File: src/rtl/chargen_fifo.sv
`timescale 1ns/1ps
// chargen_fifo
//   First-word-fall-through character FIFO that sits directly behind chargen.
//   Both handshakes are active-low. wr_ready_n is withdrawn one entry early
//   (at DEPTH-1) so that a producer with one cycle of ready-to-valid latency
//   can land its last in-flight word in the remaining skid slot. Any write
//   attempted while full without a simultaneous pop is dropped and recorded
//   in the sticky overflow flag.
//
// Ports
//   clk         : clock, all state on rising edge
//   rst         : asynchronous active-high reset
//   wr_data     : producer data
//   wr_valid_n  : producer data valid (active-low)
//   wr_ready_n  : FIFO can accept (active-low, registered)
//   rd_data     : head-of-queue data (valid while rd_valid_n = 0)
//   rd_valid_n  : head data valid (active-low)
//   rd_ready_n  : consumer takes head (active-low)
//   count       : number of stored entries, 0..DEPTH
//   overflow    : sticky, set when a write is dropped
module chargen_fifo #(
  parameter int WIDTH = 8,
  parameter int DEPTH = 16
) (
  input  logic                       clk,
  input  logic                       rst,
  input  logic [WIDTH-1:0]           wr_data,
  input  logic                       wr_valid_n,
  output logic                       wr_ready_n,
  output logic [WIDTH-1:0]           rd_data,
  output logic                       rd_valid_n,
  input  logic                       rd_ready_n,
  output logic [$clog2(DEPTH):0]     count,
  output logic                       overflow
);

  localparam int AW = $clog2(DEPTH);
  localparam int CW = AW + 1;

  logic [AW-1:0]    wptr_q, wptr_d;
  logic [AW-1:0]    rptr_q, rptr_d;
  logic [CW-1:0]    count_q, count_d;
  logic             wr_ready_n_q, wr_ready_n_d;
  logic             overflow_q, overflow_d;
  logic [WIDTH-1:0] mem_q [DEPTH];

  logic push_try;
  logic push;
  logic pop;

  always_comb begin
    push_try = ~wr_valid_n;
    pop      = (count_q != '0) & ~rd_ready_n;
    // A full FIFO still accepts a write when the head leaves on the same edge.
    push     = push_try & ((count_q < CW'(DEPTH)) | pop);

    wptr_d       = push ? wptr_q + AW'(1) : wptr_q;
    rptr_d       = pop  ? rptr_q + AW'(1) : rptr_q;
    count_d      = count_q + CW'(push) - CW'(pop);
    // Ready drops one slot early to leave room for the producer's skid word.
    wr_ready_n_d = (count_d >= CW'(DEPTH - 1));
    overflow_d   = overflow_q | (push_try & ~push);
  end

  always_ff @(posedge clk or posedge rst) begin
    if (rst) begin
      wptr_q       <= '0;
      rptr_q       <= '0;
      count_q      <= '0;
      wr_ready_n_q <= 1'b1;
      overflow_q   <= 1'b0;
    end else begin
      wptr_q       <= wptr_d;
      rptr_q       <= rptr_d;
      count_q      <= count_d;
      wr_ready_n_q <= wr_ready_n_d;
      overflow_q   <= overflow_d;
    end
  end

  // Storage is deliberately not reset; only the pointers/count define contents.
  always_ff @(posedge clk) begin
    if (push) mem_q[wptr_q] <= wr_data;
  end

  assign rd_data    = mem_q[rptr_q];
  assign rd_valid_n = (count_q == '0);
  assign wr_ready_n = wr_ready_n_q;
  assign count      = count_q;
  assign overflow   = overflow_q;

endmodule

File: config.mk
export PLATFORM = sky130hd
export DESIGN_NAME = chargen_fifo
export DESIGN_NICKNAME = d
export VERILOG_FILES = /design/src/rtl/chargen_fifo.sv
export SDC_FILE = /design/constraint.sdc
export NUM_CORES = 1
export LEC_CHECK = 0
export CAP_MARGIN = 25
export CORE_ASPECT_RATIO = 0.75
export CORE_MARGIN = 1
export CORE_UTILIZATION = 50
export CTS_BUF_LIST = sky130_fd_sc_hd__clkbuf_4
export DETAILED_ROUTE_END_ITERATION = 16
export PLACE_DENSITY_LB_ADDON = 0.08
export SLEW_MARGIN = 10
export SYNTH_ARGS = -nofsm -noshare
export SYNTH_HDL_FRONTEND = slang
export SYNTH_SLANG_ARGS = --single-unit
File: constraint.sdc
create_clock -name clk -period 2.9 [get_ports clk]
set_clock_uncertainty 0.2 [all_clocks]
set_input_delay 0.58 -clock clk [delete_from_list [all_inputs] [get_ports clk]]
set_output_delay 0.58 -clock clk [all_outputs]
set_load 0.03 [all_outputs]
; ---- After elaboration in Yosys (flattened, before gate mapping)
; Memories as Yosys holds them, arrays and structs flattened.
; Cells that the tools add are included.
[totals]
memories = 1
romBits = 0
latch_bits = 0
regBits = 15
output_inout_bits = 16
mem_bits_rw = 128
[memory_table]
columns = name, words, word_bits, rd, rd_clocked_by_memory_dff, wr, line_no
row1 = mem_q, 16, 8, 1, 0, 1, 45  ; logic [WIDTH-1:0] mem_q [DEPTH];
[op_classes]
reduce_logical = 2
n_shift = 0
n_addsub = 4
eq_ne = 0
n_div = 0
n_mux = 2
n_bitwise = 8
n_lt_le_gt_ge = 2
multipliers = 0
[ops]
columns = operator, count
row1 = $add A4 B1 Y4 const B, 2
row2 = $add A5 B1 Y5, 1
row3 = $ge A5 B4 Y1 const B, 1
row4 = $logic_not A5 Y1, 1
row5 = $lt A5 B5 Y1 const B, 1
row6 = $reduce_bool A5 Y1, 1
row7 = $sub A5 B1 Y5, 1
row8 = $and A1 B1 Y1, 3
row9 = $not A1 Y1, 3
row10 = $mux W1, 2
row11 = $or A1 B1 Y1, 2

; ---- Logic depth before layout (Yosys ltp)
; Gate-level depths: netlist (run 1).
[depth]
ltp_word = 7
ltp_mapped = 13

; ---- Worst setup path after synthesis (run 1)
; OpenSTA, ideal clock, no wires.
[synth_path]
path_type = register to register
from = register count_q[3] (netlist: count[3])
to = register count_q[4] (netlist: count[4])
setup_time_ns = 0.125
setup_slack_ns = -0.985
t_required_ns = 2.575
t_arrival_ns = 3.560
stages_incl_launch_ff = 14
n_path_buf = 0
synth_period_minus_slack_ns = 3.885
path_cell_list = dfrtp_1 > inv_1 > ha_1 > nor4b_1 > nor2_1 > ha_1 > inv_1 > ha_1 > inv_1 > fa_1 > nand2b_1 > a21oi_1 > o21a_1 > nor2_1
[synth_via]
elab_chain_len = 6
elab_cells_between_ends = 7
cone_classes = add/sub: 2 / order compare: 1 / bitwise: 3 / reduce/logical: 1
[synth_lines]
columns = item, line_no
row1 = "start, declared", 42  ; logic [CW-1:0] count_q, count_d;
row2 = "start signal, assigned", 75  ; count_q <= count_d;
row3 = $reduce_bool A5 Y1 (*), 53  ; pop = (count_q != '0) & ~rd_ready_n;
row4 = $and A1 B1 Y1 (*), 53
row5 = via pop, 49  ; logic pop;
row6 = $or A1 B1 Y1, 55  ; push = push_try & ((count_q < CW'(DEPTH)) | pop);
row7 = $and A1 B1 Y1, 55
row8 = $add A5 B1 Y5, 59  ; count_d = count_q + CW'(push) - CW'(pop);
row9 = $sub A5 B1 Y5 (*), 59
row10 = via count_d[4], 42
; The timed path passes the listed nets; every way through them passes the cells marked *.
; A chain may end at the register's enable or synchronous reset.

; ---- Worst setup path in the final report (run 1)
[layout_path]
from = register rptr_q[0]
to = output port rd_data[7]
[layout_via]
elab_chain_len = 1
[layout_lines]
columns = item, line_no
row1 = "start, declared", 41  ; logic [AW-1:0] rptr_q, rptr_d;
row2 = "start signal, assigned", 74  ; rptr_q <= rptr_d;
row3 = $mem_v2 Z16 W8, --
row4 = "end, declared", 30  ; output logic [WIDTH-1:0] rd_data,
; No other way between the ends.

==> results of run 1 <==
==> kinds of logic after synthesis <==
family / after synthesis / synth area share [%]
xor gates and xnor gates: 9 / 1.36
DFF: 143 / 72.8
AOI/OAI and AO/OA: 24 / 2.98
muxes: 33 / 13.4
and+or+nand+nor: 43 / 3.71
buffers and inverters: 30 / 2.98
adders and majority gates: 12 / 2.72
==> worst reg2reg max path, stage by stage (launching register included) <==
cell and delay, ps:
dfrtp_2 450, inv_2 70, ha_1 140, nor4b_4 210, nor2_2 80, ha_1 270, inv_1 60, ha_1 170
inv_1 60, fa_2 350, nand2b_4 150, a21oi_2 160, nor3_1 80, o22ai_1 160
==> worst max-delay path by stage <==
stage,end,slack [ps],depth (start not counted)
final,rd_data[7],-80,5
after CTS,rd_data[0],-150,6
after global placement,wr_ready_n,-50,12
after floorplan,count[4],-10,13
after global routing,rd_data[7],-200,6
after detailed placement,wr_ready_n,-90,12
==> power by group <==
group          internal, mW  total [mW]  leakage, nW  switching, mW
clock                 0.694        1.37        0.173          0.681
sequential             2.50        2.70         1.32          0.202
combinational          1.44        2.96        0.894           1.51
==> timing repair <==
| item | CTS | global route |
|---|---|---|
| cloned | 2 | 0 |
| pin swaps | 11 | 9 |
| gates resized for setup | 78 | 10 |
| setup endpoints to repair | 9 | 8 |
| buffers inserted | 3 | 0 |
==> through the flow <==
stage	TNS (ps)	instance area, um2	setup slack, ps	utilization [%]
floorplan	-26.9	5830	-15.0	-
global placement	-96.2	6480	-50.2	58.3
detailed placement	-196	6480	-94.2	58.3
CTS	-1080	6940	-154	62.5
global route	-1310	6910	-201	62.2
finish	-352	6910	-76.2	62.2
==> final cells by class <==
| class | instances | area share [%] |
|---|---|---|
| inverters | 17 | 0.923 |
| well taps | 140 | 2.53 |
| flip-flops and latches | 143 | 61.1 |
| repair buffers | 63 | 9.25 |
| multi-input cells | 121 | 21.6 |
| clock inverters | 13 | 2.46 |
| clock buffers | 19 | 2.06 |
==> routing by layer <==
layer | routed length, um | part of all wire, % | vias to the layer above | GRT usage (%)
met1 | 5530 | 49 | 1506 | 30.6
met2 | 5260 | 47 | 53 | 32.0
met5 | 0 | 0 | - | 0
met3 | 370 | 3.3 | 6 | 4.88
li1 | - | - | 1309 | -
met4 | 72 | 0.64 | 0 | 5.42
==> cells in the final DEF, fill, tap and decap left out, drive strengths merged, types with 2 or more instances in the layout <==
master and count:
nor3 5, nor2 7, bufinv 4, clkdlybuf4s50 18, xnor2 8, clkbuf 19
a21oi 3, edfxtp 128, nand2 13, ha 11, dfrtp 14, and2 5
nand3 2, mux4 32, nand4 2, clkinv 8, nor4 4, inv 17
buf 44, a22oi 16
==> flip-flops by register name (all words and copies together) (netlist names) <==
name        flops
mem_q         128
count           5
rptr_q          4
wptr_q          4
overflow        1
wr_ready_n      1
==> flow_metrics.py, run 1 <==
metrics = {
    "routing": {
        "antenna_left": 0,
        "drt-vias-per-instance": 5.57,
        "route.detailed.drc": 0,
        "firstDrtPassIters": 4,
        "drt_iter0_markers": 274,
        "wl_um": 11200,
        "num_vias": 2874,
        "avgRoutedWirePerCell_um": 21.8,
    },
    "clocking": {
        "cts_tree": "built",
        "clk_pin_slew_worst_paths_ps": 120,
        "clock_latency_ps": 500,
        "cts_buffers": 17,
        "cts_buffer_depth": 2,
        "cts_root_buffer": "clkbuf_4",
        "clock-sinks": 143,
        "cts.hold.buffers_added": 0,
        "h-tree-depth": 4,
    },
    "critical_path": {
        "cp.buffers_inverters": 2,
        "cp-start-kind": "flop",
        "startpoint": "rptr_q[0]",
        "crit_family": "multiplexers",
        "slowest_delay_ps": 580,
        "cpMaxStageDelayCell": "mux4_1",
        "cp-end-kind": "output port",
        "crit_type": "reg -> out",
        "worstPathRequired_ps": 2120,
        "crit_path_cell_trace": "buf_12, mux4_1, a22oi_1, nand2_1, buf_6",
        "reg2reg_to": "wr_ready_n",
        "timing.rr.start": "count[2]",
        "reg2regPathDepth": 13,
        "reg2reg_slack_ps": 220,
        "path_max_fanout": 7,
        "crit_arrival_ps": 2200,
    },
    "cells_and_area": {
        "diodes": 0,
        "stdcell_count": 516,
        "syn_to_final_growth_pct": 19.3,
        "seq_area_um2": 4220,
        "layout-drive-gt1-share_pct": 36.4,
        "finalNetCount": 387,
        "n_fill_cell": 797,
        "multi_input_area_um2": 1500,
    },
    "timing": {
        "hold_viol": 0,
        "min_period_over_period_pct": 103,
        "fin_ws_ps": -76.2,
        "fin_crit_ps": 2980,
        "tightest_slew_ps": 603,
        "setup-violations-final": 7,
        "slew_headroom_pct": 59.8,
        "timing.hold.ws_ps": 228,
        "max_freq_mhz": 336,
        "final_max_slew_viol_count": 0,
        "rsz0062_at_grt": "yes",
    },
    "logic_synthesis": {
        "ys_types": 37,
        "async_flop_share_pct": 10.5,
        "synth_edf_count": 128,
        "seq_area_frac_synth_pct": 72.8,
        "yosys-top-cells-count": "128 x edfxtp_1, 20 x mux4_2, 17 x inv_1",
        "synthesis.nets": 318,
        "synth_top_area_share_pct": 66.3,
        "synth.avg_cell_area_um2": 19.7,
        "synth_area_um2": 5790,
        "synthTopCellsByArea": "edfxtp_1 66%, mux4_2 7.8%, dfrtp_1 6.0%",
        "synth_top_flop_cell": "edfxtp_1",
        "syn_inst": 294,
        "synth.yosys.warnings": 0,
        "yosysTopAreaCell": "edfxtp_1",
        "ys_ff_latch": 143,
        "synth_most_common_cell": "edfxtp_1",
    },
    "global_route": {
        "grt_max_degree": 31,
        "grt.total_usage_pct": 20.9,
        "overflow": 0,
        "first_global_vias": 2974,
        "antenna_found_initial": 0,
        "grt_first_pass_wirelength_um": 17700,
    },
    "die": {
        "ios": 28,
        "die_y_um": 95.2,
        "die_width_um": 126,
        "fp.coreArea_um2": 11100,
        "num_rows": 33,
        "start_util_pct": 52.2,
        "dieArea_um2": 12000,
    },
    "placed_design": {
        "gp_routability_congestion": 0.742,
        "dp.cells": 481,
        "dp_hpwl_um": 7010,
        "io_buffers": 27,
    },
    "outcome": {
        "status": "complete, but fails checks",
        "violations": "negative setup slack",
    },
    "power_and_ir_drop": {
        "total_power_mw": 7.03,
        "ir_drop_v": 0.000686,
        "p_per_area_nw_per_um2": 1020,
        "leakage_nw": 2.39,
    },
    "hold_path": {
        "min_path_type": "in -> async",
    },
    "flow_run": {
        "maxCapViolations": 0,
    },
}
No activity file was read; power rests on OpenSTA's default activity.
==> inputs of run 2 (changes only) <==
--- a/config.mk
+++ b/config.mk
@@ -7,7 +7,7 @@
 export LEC_CHECK = 0
 export CAP_MARGIN = 25
 export CORE_ASPECT_RATIO = 0.75
-export CORE_MARGIN = 1
+export CORE_MARGIN = 1.5
 export CORE_UTILIZATION = 50
 export CTS_BUF_LIST = sky130_fd_sc_hd__clkbuf_4
 export DETAILED_ROUTE_END_ITERATION = 16
==> flow_metrics.py, run 2 (synthesis gave the netlist of run 1 again) <==
metrics = {
    "clocking": {
        "clock_latency_ps": 510,
        "clock-sinks": 143,
        "clk_pin_slew_worst_paths_ps": 120,
        "cts.hold.buffers_added": 0,
        "cts_buffers": 17,
        "cts_root_buffer": "clkbuf_4",
        "cts_buffer_depth": 2,
        "h-tree-depth": 4,
        "cts_tree": "built",
    },
    "timing": {
        "max_freq_mhz": 330,
        "fin_ws_ps": -134,
        "hold_viol": 0,
        "setup-violations-final": 8,
        "timing.hold.ws_ps": 199,
        "rsz0062_at_grt": "yes",
        "tightest_slew_ps": 666,
        "slew_headroom_pct": 55.4,
        "min_period_over_period_pct": 105,
        "final_max_slew_viol_count": 0,
        "fin_crit_ps": 3030,
    },
    "critical_path": {
        "cp-start-kind": "flop",
        "cp.buffers_inverters": 4,
        "crit_arrival_ps": 2250,
        "cp-end-kind": "output port",
        "worstPathRequired_ps": 2120,
        "path_max_fanout": 8,
        "slowest_delay_ps": 520,
        "crit_type": "reg -> out",
        "cpMaxStageDelayCell": "mux4_2",
        "crit_family": "multiplexers",
        "crit_path_cell_trace": "buf_12, buf_12, buf_6, mux4_2, a22oi_2, nand2_1, buf_6",
    },
    "routing": {
        "firstDrtPassIters": 4,
        "wl_um": 11200,
        "drt-vias-per-instance": 5.64,
        "num_vias": 2931,
        "drt_iter0_markers": 319,
        "avgRoutedWirePerCell_um": 21.5,
        "wl_met2_um": 5140,
        "wl_met1_um": 5360,
        "top_layer": "met4",
        "route.detailed.drc": 0,
        "dr_wl_met3_um": 570,
        "antenna_left": 0,
    },
    "power_and_ir_drop": {
        "leakage_nw": 2.38,
        "swShare_pct": 35.1,
        "p_per_area_nw_per_um2": 1000,
        "clockPowerShare_pct": 17.4,
        "ir_drop_v": 0.000688,
        "p_int_mw": 4.50,
        "combPwrFrac_pct": 43.7,
        "p_sw_mw": 2.43,
        "p_seq_share_pct": 38.8,
    },
    "flow_run": {
        "maxCapViolations": 0,
    },
    "die": {
        "start_util_pct": 52.2,
        "fp.coreArea_um2": 11100,
        "dieArea_um2": 12300,
        "num_rows": 33,
        "ios": 28,
        "die_y_um": 96.2,
        "die_width_um": 127,
    },
    "cells_and_area": {
        "finalNetCount": 391,
        "diodes": 0,
        "final_core_util_pct": 62.3,
        "syn_to_final_growth_pct": 19.3,
        "regMostFlops": "mem_q",
        "stdcell_count": 520,
        "largest_reg_flops": 128,
        "layout_common_cells": "128 x edfxtp_1, 30 x buf_4, 28 x mux4_2",
        "final_common_cell": "edfxtp_1",
        "layout-drive-gt1-share_pct": 36.1,
    },
    "global_route": {
        "grt.total_usage_pct": 20.4,
        "first_global_vias": 3054,
        "grt_first_pass_wirelength_um": 17500,
        "antenna_found_initial": 0,
        "grt_max_degree": 36,
        "overflow": 0,
    },
    "outcome": {
        "status": "complete, but fails checks",
        "violations": "negative setup slack",
    },
    "placed_design": {
        "dp.cells": 476,
        "io_buffers": 27,
        "gp_routability_congestion": 0.762,
        "post-place-ws_ps": -98.8,
        "dp_hpwl_um": 6980,
    },
    "hold_path": {
        "min_path_type": "in -> async",
    },
}
-- run 2: changes by cell type in the layout (fill, tap and decap cells not counted), moves of 2 or more --
cell,previous run,this run
clkinvlp_4,1,6
mux4_1,2,4
mux4_2,30,28
clkbuf_4,19,17
buf_4,27,30
bufinv_16,4,2
clkinv_2,6,3
-- run 2: routing by layer --
metal | global-route usage [%] | vias up
met1 | 28.9 | 1511
li1 | - | 1318
met4 | 9.56 | 0
met5 | 0 | -
met3 | 4.56 | 16
met2 | 30.7 | 86
-- run 2: layout make-up --
class	count	area (um2)
clock inverters	15	145
inverters	17	63.8
flip-flops and latches	143	4220
multi-input cells	121	1500
fillers	844	4190
repair buffers	67	682
clock buffers	17	128
well taps	140	175
-- run 2: worst reg2reg max path: cells and delay by family (launching register included) --
family                   cells  cell delay [ps]
adder cells (fa/ha/maj)      4              910
buffers and inverters        3              180
AND/OR/NAND/NOR              3              490
AO/OA/AOI/OAI                3              390
flip-flops                   1              450
-- run 2: timing repair --
action                                  in CTS  in global routing
endpoints found under the setup margin       9                  8
endpoints found under the hold margin        0                  0
cloned                                       1                  0
setup buffers                               12                  0
resized for setup                           83                  1
pin swaps                                   15                  3
-- run 2: per-stage QoR --
stage	cell area, um2	TNS [ps]	power (mW)
after floorplan	5830	-26.9	4.48
after global placement	6440	-78.6	5.32
after detailed placement	6440	-212	5.33
after CTS	6940	-1280	7.02
after global routing	6920	-1950	7.31
final	6920	-815	6.93
-- run 2: power groups by stage --
stage               logic (mW)  registers (mW)  clock network (mW)
global placement          2.58            2.73                   0
floorplan                 1.74            2.74                   0
detailed placement        2.60            2.73                   0
global route              3.26            2.72                1.33
finish                    3.03            2.69                1.21
CTS                       3.09            2.69                1.24
-- run 2: final timing paths --
path	from	endpoint	slack (ps)	depth (start not counted)
hold reg to reg	overflow	overflow	290	1
max in group asynchronous	rst	rptr_q[0]	1900	2
hold / removal	rst	wptr_q[1]	200	2
setup reg to reg	count[2]	wr_ready_n	220	13
setup / recovery	rptr_q[0]	rd_data[1]	-130	7
min in group clk	overflow	overflow	290	1
